$ cat config.mk
export PLATFORM = sky130hd
export DESIGN_NAME = sram_port_arbiter_flat
export DESIGN_NICKNAME = d
export VERILOG_FILES = /design/src/rtl/sram_arb_pkg.sv /design/src/rtl/sram_port_arbiter_if.sv /design/src/rtl/rr_arb2.sv /design/src/rtl/sram_port_arbiter.sv /design/src/flat_wrapper.sv
export SDC_FILE = /design/constraint.sdc
export NUM_CORES = 1
export LEC_CHECK = 0
export ABC_AREA = 1
export CAP_MARGIN = 20
export CORE_MARGIN = 3
export CORE_UTILIZATION = 40
export CTS_BUF_LIST = sky130_fd_sc_hd__clkbuf_2
export DETAILED_ROUTE_END_ITERATION = 10
export GPL_TIMING_DRIVEN = 0
export PLACE_DENSITY = 0.77
export RECOVER_POWER = 100
export SYNTH_ARGS = -nofsm -noshare
export SYNTH_HDL_FRONTEND = slang
export SYNTH_HIERARCHICAL = 1
export SYNTH_SLANG_ARGS = --single-unit
$ cat constraint.sdc
create_clock -name clk_50mhz -period 1.5 [get_ports clk_50mhz]
set_clock_uncertainty 0.05 [all_clocks]
set_input_delay 0.3 -clock clk_50mhz [delete_from_list [all_inputs] [get_ports clk_50mhz]]
set_output_delay 0.3 -clock clk_50mhz [all_outputs]
set_load 0.02 [all_outputs]
$ cat src/rtl/sram_arb_pkg.sv
// rtl/sram_arb_pkg.sv - shared widths, lane positions, state/port enums and lane merge helper
package sram_arb_pkg;

    localparam int ADDR_W  = 20;
    localparam int MEM_W   = 48;
    localparam int CPU_W   = 32;
    localparam int VID_W   = 16;
    localparam int CPU_LSB = 0;
    localparam int VID_LSB = MEM_W - VID_W;

    typedef enum logic [2:0] {
        ST_IDLE,
        ST_RD,
        ST_WAITW,
        ST_WR,
        ST_ACK
    } state_t;

    typedef enum logic {
        PORT_CPU = 1'b0,
        PORT_VID = 1'b1
    } port_t;

    // Replace the granted port's lane of the read-back word, keep the other lane.
    // The video data sits in the low VID_W bits of din.
    function automatic logic [MEM_W-1:0] merge_lane(
        input logic [MEM_W-1:0] hold,
        input port_t            port,
        input logic [CPU_W-1:0] din
    );
        logic [MEM_W-1:0] word;
        word = hold;
        if (port == PORT_CPU) begin
            word[CPU_LSB +: CPU_W] = din;
        end else begin
            word[VID_LSB +: VID_W] = din[VID_W-1:0];
        end
        return word;
    endfunction

endpackage

$ cat src/rtl/sram_port_arbiter_if.sv
// rtl/sram_port_arbiter_if.sv - request/acknowledge bus of one SRAM requester port
// Signals: stb (request, held until ack), we (1=write), addr (word address),
//          din (write lane data), dout (read lane data, valid with ack), ack (one-cycle completion)
// master: requester side; slave: arbiter side.
interface sram_port_arbiter_if #(
    parameter int DW = sram_arb_pkg::CPU_W
) ();
    import sram_arb_pkg::*;

    logic              stb;
    logic              we;
    logic [ADDR_W-1:0] addr;
    logic [DW-1:0]     din;
    logic [DW-1:0]     dout;
    logic              ack;

    modport master (
        output stb, we, addr, din,
        input  dout, ack
    );

    modport slave (
        input  stb, we, addr, din,
        output dout, ack
    );

endinterface

$ cat src/rtl/rr_arb2.sv
// rtl/rr_arb2.sv - two-requester round-robin arbiter between CPU and video ports
// Inputs:  req_cpu, req_vid (pending requests), last (port granted most recently)
// Outputs: grant_valid (some request pending), grant (winning port),
//          next_last (pointer value to store when the grant is taken)
module rr_arb2
    import sram_arb_pkg::*;
(
    input  logic  req_cpu,
    input  logic  req_vid,
    input  port_t last,
    output logic  grant_valid,
    output port_t grant,
    output port_t next_last
);

    always_comb begin
        grant_valid = req_cpu | req_vid;
        grant       = PORT_CPU;
        if (req_cpu && req_vid) begin
            // Tie: the port that did not win last time goes first.
            grant = (last == PORT_CPU) ? PORT_VID : PORT_CPU;
        end else if (req_vid) begin
            grant = PORT_VID;
        end
        next_last = grant_valid ? grant : last;
    end

endmodule

$ cat src/rtl/sram_port_arbiter.sv
// rtl/sram_port_arbiter.sv - shares one 48-bit async SRAM between CPU, video-write and VGA scan
// Ports: clk_50mhz, rst_n (async active-low), init_busy (blocks new grants),
//        cpu (slave, 32-bit lane [31:0]), vid (slave, 16-bit lane [47:32]),
//        scan_addr / scan_data / scan_valid (fixed scan slot every other cycle),
//        mem_addr / mem_wdata / mem_rdata / mem_we / mem_oe (to the SRAM pad driver).
module sram_port_arbiter
    import sram_arb_pkg::*;
(
    input  logic                clk_50mhz,
    input  logic                rst_n,
    input  logic                init_busy,
    sram_port_arbiter_if.slave  cpu,
    sram_port_arbiter_if.slave  vid,
    input  logic [ADDR_W-1:0]   scan_addr,
    output logic [VID_W-1:0]    scan_data,
    output logic                scan_valid,
    output logic [ADDR_W-1:0]   mem_addr,
    output logic [MEM_W-1:0]    mem_wdata,
    input  logic [MEM_W-1:0]    mem_rdata,
    output logic                mem_we,
    output logic                mem_oe
);

    // phase=1 is the scan slot, phase=0 the access slot.
    logic              phase;
    state_t            state;
    port_t             gnt_port;
    port_t             rr_last;
    logic [ADDR_W-1:0] lat_addr;
    logic              lat_we;
    logic [CPU_W-1:0]  lat_din;
    logic [MEM_W-1:0]  hold;
    logic [CPU_W-1:0]  cpu_dout_q;
    logic [VID_W-1:0]  vid_dout_q;
    logic              cpu_ack_q;
    logic              vid_ack_q;

    logic  grant_valid;
    port_t grant;
    port_t next_last;

    rr_arb2 u_rr_arb2 (
        .req_cpu     (cpu.stb),
        .req_vid     (vid.stb),
        .last        (rr_last),
        .grant_valid (grant_valid),
        .grant       (grant),
        .next_last   (next_last)
    );

    assign cpu.dout = cpu_dout_q;
    assign cpu.ack  = cpu_ack_q;
    assign vid.dout = vid_dout_q;
    assign vid.ack  = vid_ack_q;

    always_ff @(posedge clk_50mhz or negedge rst_n) begin
        if (!rst_n) begin
            phase      <= 1'b0;
            state      <= ST_IDLE;
            gnt_port   <= PORT_CPU;
            rr_last    <= PORT_VID;
            lat_addr   <= '0;
            lat_we     <= 1'b0;
            lat_din    <= '0;
            hold       <= '0;
            cpu_dout_q <= '0;
            vid_dout_q <= '0;
            cpu_ack_q  <= 1'b0;
            vid_ack_q  <= 1'b0;
            scan_data  <= '0;
            scan_valid <= 1'b0;
        end else begin
            phase      <= ~phase;
            cpu_ack_q  <= 1'b0;
            vid_ack_q  <= 1'b0;
            // The scan slot is serviced regardless of state or init_busy.
            scan_valid <= phase;
            if (phase) begin
                scan_data <= mem_rdata[VID_LSB +: VID_W];
            end

            case (state)
                ST_IDLE: begin
                    if (phase && !init_busy && grant_valid) begin
                        gnt_port <= grant;
                        rr_last  <= next_last;
                        lat_addr <= (grant == PORT_CPU) ? cpu.addr : vid.addr;
                        lat_we   <= (grant == PORT_CPU) ? cpu.we   : vid.we;
                        lat_din  <= (grant == PORT_CPU) ? cpu.din
                                                        : {{(CPU_W-VID_W){1'b0}}, vid.din};
                        state    <= ST_RD;
                    end
                end
                ST_RD: begin
                    // Writes read first so the untouched lane is written back intact.
                    if (!phase) begin
                        hold  <= mem_rdata;
                        state <= lat_we ? ST_WAITW : ST_ACK;
                    end
                end
                ST_WAITW: begin
                    if (phase) begin
                        state <= ST_WR;
                    end
                end
                ST_WR: begin
                    if (!phase) begin
                        state <= ST_ACK;
                    end
                end
                ST_ACK: begin
                    if (phase) begin
                        if (gnt_port == PORT_CPU) begin
                            cpu_ack_q  <= 1'b1;
                            cpu_dout_q <= hold[CPU_LSB +: CPU_W];
                        end else begin
                            vid_ack_q  <= 1'b1;
                            vid_dout_q <= hold[VID_LSB +: VID_W];
                        end
                        state <= ST_IDLE;
                    end
                end
                default: state <= ST_IDLE;
            endcase
        end
    end

    // SRAM controls decode straight from registered state so an async reset
    // removes mem_we in the same cycle.
    always_comb begin
        mem_addr  = '0;
        mem_wdata = '0;
        mem_we    = 1'b0;
        mem_oe    = 1'b0;
        if (phase) begin
            mem_addr = scan_addr;
            mem_oe   = 1'b1;
        end else if (state == ST_RD) begin
            mem_addr = lat_addr;
            mem_oe   = 1'b1;
        end else if (state == ST_WR) begin
            mem_addr  = lat_addr;
            mem_we    = 1'b1;
            mem_wdata = merge_lane(hold, gnt_port, lat_din);
        end
    end

endmodule

$ cat src/flat_wrapper.sv
// flat-port wrapper written by rule: the top's interface ports become plain ports
module sram_port_arbiter_flat import sram_arb_pkg::*;
  (clk_50mhz, rst_n, init_busy, scan_addr, scan_data, scan_valid, mem_addr, mem_wdata, mem_rdata, mem_we, mem_oe, cpu_stb, cpu_we, cpu_addr, cpu_din, cpu_dout, cpu_ack, vid_stb, vid_we, vid_addr, vid_din, vid_dout, vid_ack);
  sram_port_arbiter_if #(.DW(CPU_W)) cpu_i ();
  sram_port_arbiter_if #(.DW(VID_W)) vid_i ();
  input  logic clk_50mhz;
  input  logic rst_n;
  input  logic init_busy;
  input  logic [ADDR_W-1:0] scan_addr;
  output logic [VID_W-1:0] scan_data;
  output logic scan_valid;
  output logic [ADDR_W-1:0] mem_addr;
  output logic [MEM_W-1:0] mem_wdata;
  input  logic [MEM_W-1:0] mem_rdata;
  output logic mem_we;
  output logic mem_oe;
  input wire logic [$bits(cpu_i.stb)-1:0] cpu_stb;
  input wire logic [$bits(cpu_i.we)-1:0] cpu_we;
  input wire logic [$bits(cpu_i.addr)-1:0] cpu_addr;
  input wire logic [$bits(cpu_i.din)-1:0] cpu_din;
  output wire logic [$bits(cpu_i.dout)-1:0] cpu_dout;
  output wire logic [$bits(cpu_i.ack)-1:0] cpu_ack;
  input wire logic [$bits(vid_i.stb)-1:0] vid_stb;
  input wire logic [$bits(vid_i.we)-1:0] vid_we;
  input wire logic [$bits(vid_i.addr)-1:0] vid_addr;
  input wire logic [$bits(vid_i.din)-1:0] vid_din;
  output wire logic [$bits(vid_i.dout)-1:0] vid_dout;
  output wire logic [$bits(vid_i.ack)-1:0] vid_ack;
  assign cpu_i.stb = cpu_stb;
  assign cpu_i.we = cpu_we;
  assign cpu_i.addr = cpu_addr;
  assign cpu_i.din = cpu_din;
  assign cpu_dout = cpu_i.dout;
  assign cpu_ack = cpu_i.ack;
  assign vid_i.stb = vid_stb;
  assign vid_i.we = vid_we;
  assign vid_i.addr = vid_addr;
  assign vid_i.din = vid_din;
  assign vid_dout = vid_i.dout;
  assign vid_ack = vid_i.ack;
  sram_port_arbiter u_core (.clk_50mhz(clk_50mhz), .rst_n(rst_n), .init_busy(init_busy), .cpu(cpu_i), .vid(vid_i), .scan_addr(scan_addr), .scan_data(scan_data), .scan_valid(scan_valid), .mem_addr(mem_addr), .mem_wdata(mem_wdata), .mem_rdata(mem_rdata), .mem_we(mem_we), .mem_oe(mem_oe));
endmodule
==> results.md, run 1 <==
- Worst setup startpoint: u_core/state[2]
- Synth top area cells: dfrtp_1 53%, nand2_1 14%, o21ai_0 6.6%
- RSZ-0062 raised after global routing: yes
- Final ANT Viol Nets: 0
- Cell taking the most area after synthesis: dfrtp_1
- Clock-pin slew on the worst setup and hold paths: approximately 0.27 ns
- Worst Path Required: around 1.2 ns
- Failing checks: negative setup slack
- Layout fillers: 1,313
- Count leader, synth: nand2_1
- Layout area overhead: 81.0%
- Nature of the critical path startpoint: flop
- Ys Warns: 6
- Drt wl/cell: between 15 and 20 um
- Levels on crit path: 8
- TritonRoute pass-1 iters: 5
- Crit path capture: mem_wdata[6]
- Switch Pwr: 0.00918 W
- CTS Buffer Depth: 2
- Comb pwr share: 0.502
- Slowest stage cell on the critical path: dfrtp_1
- Share of synthesized flip-flops with an asynchronous set or reset: 1.00
- Final net count: 1,593
- DP Worst Slack: -1.17 ns
- Crit Path Category: reg2out
- Largest net degree at the start of global routing: 104
- Post-Synthesis Cell Area: 8150 um^2
- Max capacitance violation total: 0
- Final wirelength: 33.2 mm
- Yosys cell types: 24
- Vias in the first global route: around 8,500
- Largest delay contributor family on the critical path: buffers and inverters
- Int Pwr: 0.0123 W
- Initial core utilization: 0.413
- Critical path, cell by cell: inv_2 -> nand2_4 -> nor2_4 -> nand2_4 -> buf_12 -> buf_12 -> a211oi_4 -> buf_6
- Core Footprint: 19,700 um^2
- Fmax: just under 400 MHz
- GPL Wtd Cong: 0.896
- Total grt overflow: 0
- Leakage Power: 6.97 nW
- FF-to-FF path depth: 13
- VDD IR max: 0.627 mV
- Tcrit/Tclk final: 1.72
- Fin crit period: 2.58 ns
- Initial DRC count: 605
- Sequential share of power: 0.362
- Layout cells sized above 1: 0.353
- Final setup fails: 304
- Top-area cell type share of the netlist area: 0.531
- Critical path endpoint category: primary output
- Global-route wire length before repair: about 46 mm
- Fin. Hold Viols: 0
- Hpwl dp: approximately 22 mm
- DIE AREA: ~22,000 um^2
- Reg2reg end: u_core/hold[11]
- Crit path buf inv count: 4
- Crit path max fanout: 6
- Clock buffer count from CTS: 17
- DRC: 0
- Commonest cells post-synth: 296 x nand2_1, 173 x dfrtp_1, 126 x inv_1
- Fin worst setup slack: -1.08 ns
- Crit-path max cell delay: 0.45 ns
- Syn Inst Count: roughly 1,000
- Critical R2R Launch: u_core/state[2]
- Yosys reg bits: 174
- Setup TNS: -134.32 ns
- Port bufs: 299
- CTS tree: built
- Pins Over Slew Limit: 0
- FF+latch area: approximately 4400 um^2
- Via density: 5.08
- Syn_nets: 1,163
- Sequential cell area fraction in the yosys report: 0.534
- Multi-input logic area: 4110 um^2
- Number of synthesized flops with an enable pin: 0
- Ys flop type: dfrtp_1
- Post-Syn Area per Cell: ~8.2 um^2
- DR vias: 8,683
- Tot GR Track Use: 0.268
- Pwr Density: 1460 nW/um^2
- HP Class: in2reg
- Clk_lat worst skew: 0.75 ns
- Root Buffer: clkbuf_2
- Least-Margin Pin Slew: 1.44 ns
- Outcome: complete, but fails checks
- Worst EP arrival: 2.23 ns
- DIE HEIGHT: 149 um
- Clock share of power: 0.136
- Sw Share: 0.427
- Clk sinks: around 170
- Number of top-level pins: 300
- FP Rows: 51
- Flop-to-flop setup slack: -0.52 ns
- Initial antenna violation count: 1
- Horizontal die dimension: 149 um
- Slew HR: 0.0393
- Number of H-tree levels: 4
==> state kept, by name (all words and copies together) (netlist names) <==
register and cells:
u_core/hold 48, u_core/cpu.dout 32, u_core/lat_din 32, u_core/lat_addr 20, u_core/scan_data 16, u_core/vid.dout 16
u_core/state 3, u_core/cpu.ack 1, u_core/gnt_port 1, u_core/lat_we 1, u_core/phase 1, u_core/rr_last 1
u_core/scan_valid 1, u_core/vid.ack 1
==> worst reg2reg max path, cell delays in order (launching register included) <==
cell,delay (ns)
dfrtp_1,0.45
inv_2,0.09
nand2_4,0.06
buf_4,0.14
buf_4,0.13
buf_6,0.12
buf_6,0.12
nor2_4,0.13
buf_8,0.15
buf_12,0.12
nand2_8,0.08
clkbuf_16,0.19
nor2_4,0.10
a21oi_2,0.04
==> routing by layer <==
layer	up-vias	wire length [um]	global-route usage
li1	3993	-	-
met1	4226	12300	0.326
met2	399	17400	0.476
met3	65	2490	0.0593
met4	0	1030	0.0847
met5	-	0	0
==> worst min path at each step <==
stage | slack [ns] | cells past startpoint | endpoint | from
2_1_floorplan | -0.05 | 0 | u_core/cpu.ack | rst_n
5_1_grt | -0.001 | 3 | u_core/hold[15] | mem_rdata[15]
3_5_place_dp | 0.34 | 1 | u_core/scan_data[3] | rst_n
6_report | 0.07 | 3 | u_core/hold[15] | mem_rdata[15]
3_3_place_gp | 0.40 | 2 | u_core/scan_data[1] | u_core/scan_data[1]
4_1_cts | 0.0002 | 3 | u_core/hold[25] | mem_rdata[25]
==> timing repair <==
| action | CTS | global route |
|---|---|---|
| setup endpoints to repair | 291 | 304 |
| pin swaps | 5 | 33 |
| gates resized for setup | 929 | 235 |
| hold endpoints to repair | 135 | 6 |
| gates cloned | 6 | 12 |
| hold buffers | 30 | 5 |
| buffers inserted | 33 | 26 |
==> cell type report <==
class | count | area share
flip-flops and latches | 174 | 0.295
inverters | 130 | 0.0350
well taps | 265 | 0.0225
clock buffers | 18 | 0.00611
plain buffers | 63 | 0.0530
multi-input cells | 635 | 0.278
clock inverters | 14 | 0.0138
repair buffers | 409 | 0.296
diodes | 1 | 0.000170
==> cells by family (layout without fill, tap and decap cells) <==
family	Yosys count	after routing	share of synthesized area
simple gates	409	411	0.197
compound gates	222	222	0.164
buf+inv	193	634	0.102
flops	174	174	0.534
mux	2	2	0.00276
other cells	0	1	0
==> cell usage in the layout (no fill, tap or decap), drive strengths merged, types with 2 or more instances in the layout <==
cell             n
nand2          300
buf            243
dfrtp          173
clkdlybuf4s50  161
o21ai          139
inv            134
nor2            88
clkbuf          50
a211oi          47
a21oi           36
dlygate4sd3     35
nand3           22
clkinv           6
bufinv           4
mux2             2
==> power groups by stage <==
stage / Combinational (W) / Sequential [W] / Clock [W]
2_1_floorplan: 0.00432 / 0.00812 / 0
3_3_place_gp: 0.00787 / 0.00757 / 0
3_5_place_dp: 0.00808 / 0.00763 / 0
4_1_cts: 0.00920 / 0.00763 / 0.00294
5_1_grt: 0.0115 / 0.00795 / 0.00314
6_report: 0.0108 / 0.00778 / 0.00291
==> per-stage QoR <==
stage	total power, W	instance area, um^2	hold slack (ns)	util	cells
finish	0.0215	14800	0.0733	0.748	1709
global route	0.0226	14800	-0.00118	0.748	1709
floorplan	0.0124	8620	-0.0456	-	1000
CTS	0.0198	13400	0.000240	0.681	1666
detailed placement	0.0157	12000	0.341	0.607	1565
global placement	0.0154	11900	0.404	0.606	1564
Power figures use the tool's default switching activity.
==> run 2, diff against run 1 <==
--- a/config.mk
+++ b/config.mk
@@ -6,7 +6,6 @@
 export NUM_CORES = 1
 export LEC_CHECK = 0
 export ABC_AREA = 1
-export CAP_MARGIN = 20
 export CORE_MARGIN = 3
 export CORE_UTILIZATION = 40
 export CTS_BUF_LIST = sky130_fd_sc_hd__clkbuf_2
==> results of run 2 <==
No change in the layout: final DEF, timing and power equal those of run 1.
==> run 3, diff against run 2 <==
--- a/config.mk
+++ b/config.mk
@@ -6,12 +6,14 @@
 export NUM_CORES = 1
 export LEC_CHECK = 0
 export ABC_AREA = 1
+export CELL_PAD_IN_SITES_DETAIL_PLACEMENT = 0
+export CELL_PAD_IN_SITES_GLOBAL_PLACEMENT = 2
 export CORE_MARGIN = 3
-export CORE_UTILIZATION = 40
+export CORE_UTILIZATION = 23
 export CTS_BUF_LIST = sky130_fd_sc_hd__clkbuf_2
 export DETAILED_ROUTE_END_ITERATION = 10
 export GPL_TIMING_DRIVEN = 0
-export PLACE_DENSITY = 0.77
+export PLACE_DENSITY = 0.79
 export RECOVER_POWER = 100
 export SYNTH_ARGS = -nofsm -noshare
 export SYNTH_HDL_FRONTEND = slang
==> run 3 against run 2 <==
  * The flow still finishes with violations (negative setup slack)
  * Final cell count increased by 13%
  * Via count down 4.9%
  * Sequential power is 1% lower
  * Register-to-register slack better by 0.12 ns
  * Total power shrank 7.4%
  * Global-route usage shrank 9.5 points
  * First-iteration DRC count fell by 49%
  * Flip-flop and latch count did not move
  * Worst hold slack improved by 0.053 ns
==> results.md, run 3 (synthesized netlist as in run 1, its figures left out) <==
- Final net count: 1,629 (was 1,593)
- Nature of the critical path startpoint: flop (unchanged)
- Leakage Power: 6.89 nW (was 6.97 nW)
- Number of H-tree levels: 4 (unchanged)
- Core Footprint: 34,700 um^2 (was 19,700 um^2)
- Setup TNS: -126.19 ns (was -134.32 ns)
- DR vias: 8,254 (was 8,683)
- Via density: 4.27 (was 5.08)
- Fmax: 374 MHz (was 388 MHz)
- Clk_lat worst skew: 0.80 ns (was 0.75 ns)
- Largest net degree at the start of global routing: 91 (was 104)
- Worst Path Required: 1.15 ns (about the same)
- Clock buffer count from CTS: 17 (unchanged)
- Total grt overflow: 0 (unchanged)
- Layout fillers: 3,482 (was 1,313)
- Final setup fails: 304 (unchanged)
- Layout cells sized above 1: 0.307 (was 0.353)
- Initial core utilization: 0.235 (was 0.413)
- Failing checks: negative setup slack (unchanged)
- Least-Margin Pin Slew: 1.32 ns (was 1.44 ns)
- DIE HEIGHT: 194 um (was 149 um)
- Flop-to-flop setup slack: -0.40 ns (was -0.52 ns)
- Final Non-Filler Cells: 1,935 (was 1,709)
- Clock-pin slew on the worst setup and hold paths: 0.35 ns (was 0.27 ns)
- GPL Wtd Cong: 0.815 (was 0.896)
- Number of top-level pins: 300 (unchanged)
- Multi-input logic area: 3810 um^2 (was 4110 um^2)
- CTS tree: built (unchanged)
- Hpwl dp: 24.7 mm (was 21.5 mm)
- Outcome: complete, but fails checks (unchanged)
- HP Class: in2reg (unchanged)
- CTS Buffer Depth: 2 (unchanged)
- Post-layout util: 0.425 (was 0.748)
- DP Cell Count: 1,755 (was 1,565)
- Hold Slack: 0.127 ns (was 0.0733 ns)
- Final wirelength: 34.1 mm (was 33.2 mm)
- Flip-flop count of the largest register after layout: 48 (unchanged)
- RSZ-0062 raised after global routing: yes (unchanged)
- Layout area overhead: 81.1% (was 81.0%)
- Crit Path Category: reg2out (unchanged)
- Slew HR: 0.121 (was 0.0393)
- VDD IR max: 0.684 mV (was 0.627 mV)
- Root Buffer: clkbuf_2 (unchanged)
- Most frequent cells in the layout: 289 x nand2_1, 170 x dfrtp_1, 161 x clkdlybuf4s50_1 (was 259 x nand2_1, 172 x dfrtp_1, 161 x clkdlybuf4s50_1)
- Drt wl/cell: 17.6 um (was 19.4 um)
- Hold buffer count at cts: 77 (was 30)
- TritonRoute pass-1 iters: 4 (was 5)
- Initial DRC count: 311 (was 605)
- Initial antenna violation count: 2 (was 1)
- Port bufs: 299 (unchanged)
- Fin crit period: 2.68 ns (was 2.58 ns)
- Top reg by flops: u_core/hold (unchanged)
- Horizontal die dimension: 194 um (was 149 um)
- Critical path endpoint category: primary output (unchanged)
- Post-Layout Inst Area: 14,800 um^2 (about the same)
- Placed cell areas: 12,200 um^2 (was 12,000 um^2)
- Crit path max fanout: 10 (was 6)
- DRC: 0 (unchanged)
- Fin worst setup slack: -1.18 ns (was -1.08 ns)
- Fin. Hold Viols: 0 (unchanged)
- DIE AREA: 37,700 um^2 (was 22,100 um^2)
- Global-route wire length before repair: 50.6 mm (was 46.1 mm)
- Worst EP arrival: 2.33 ns (was 2.23 ns)
- Max capacitance violation total: 0 (unchanged)
- FF+latch area: 4360 um^2 (about the same)
- Commonest non-fill, non-tap cell in the layout: nand2_1 (unchanged)
- Pins Over Slew Limit: 0 (unchanged)
- Tcrit/Tclk final: 1.78 (was 1.72)
- FP Rows: 68 (was 51)
- Final ANT Viol Nets: 0 (unchanged)
- Tot GR Track Use: 0.173 (was 0.268)
- Pwr Density: 1350 nW/um^2 (was 1460 nW/um^2)
- Vias in the first global route: 8,596 (was 8,543)
- Clk sinks: 174 (unchanged)
-- run 3: worst max-delay path, cell delays in order, from the launching register on --
cell and delay (ns):
dfrtp_1 0.49, inv_2 0.09, nand2_4 0.06, nor2_4 0.10, nand2_4 0.09, buf_12 0.14, buf_12 0.15, a211oi_4 0.24
buf_6 0.15
-- run 3: path summary, 6_finish.rpt --
path | start | end | depth (start not counted)
worst max-delay path | u_core/state[2] | mem_wdata[9] | 8
worst min-delay path | cpu_addr[1] | u_core/lat_addr[1] | 5
worst max register to register | u_core/state[1] | u_core/cpu.dout[28] | 9
worst min register to register | u_core/phase | u_core/scan_valid | 0
max in group asynchronous | rst_n | u_core/lat_din[16] | 3
min in group asynchronous | rst_n | u_core/hold[16] | 2
-- run 3: cell type report --
type	count	share of cell area
sequential	174	0.295
multi-input combinational	635	0.258
tap	455	0.0386
inverter	130	0.0339
timing repair buffer	445	0.313
clock buffer	17	0.00576
clock inverter	15	0.00983
buffer	63	0.0453
antenna	1	0.000170
-- run 3: metal layers --
metal  part of all wire  GRT usage
met1               0.44      0.220
met5            0.00035          0
met2               0.49      0.296
met4             0.0064     0.0258
met3              0.068     0.0553
-- run 3: report_power, final --
group | internal [W] | leakage, nW | switching, W
registers | 0.00656 | 2.12 | 0.00115
logic | 0.00402 | 4.62 | 0.00564
clock network | 0.000538 | 0.144 | 0.00200
-- run 3: repair_timing --
item                       in CTS  in global routing
buffers inserted               38                 21
pin swaps                       4                  8
setup endpoints to repair     295                321
gates resized for setup       919                154
gates cloned                    2                  9
hold endpoints to repair      213                 32
-- run 3: stage by stage --
step | setup slack, ns | power [W]
2_1_floorplan | -0.199 | 0.0124
3_3_place_gp | -7.76 | 0.0158
3_5_place_dp | -0.970 | 0.0159
4_1_cts | -1.29 | 0.0196
5_1_grt | -1.41 | 0.0214
6_report | -1.18 | 0.0199
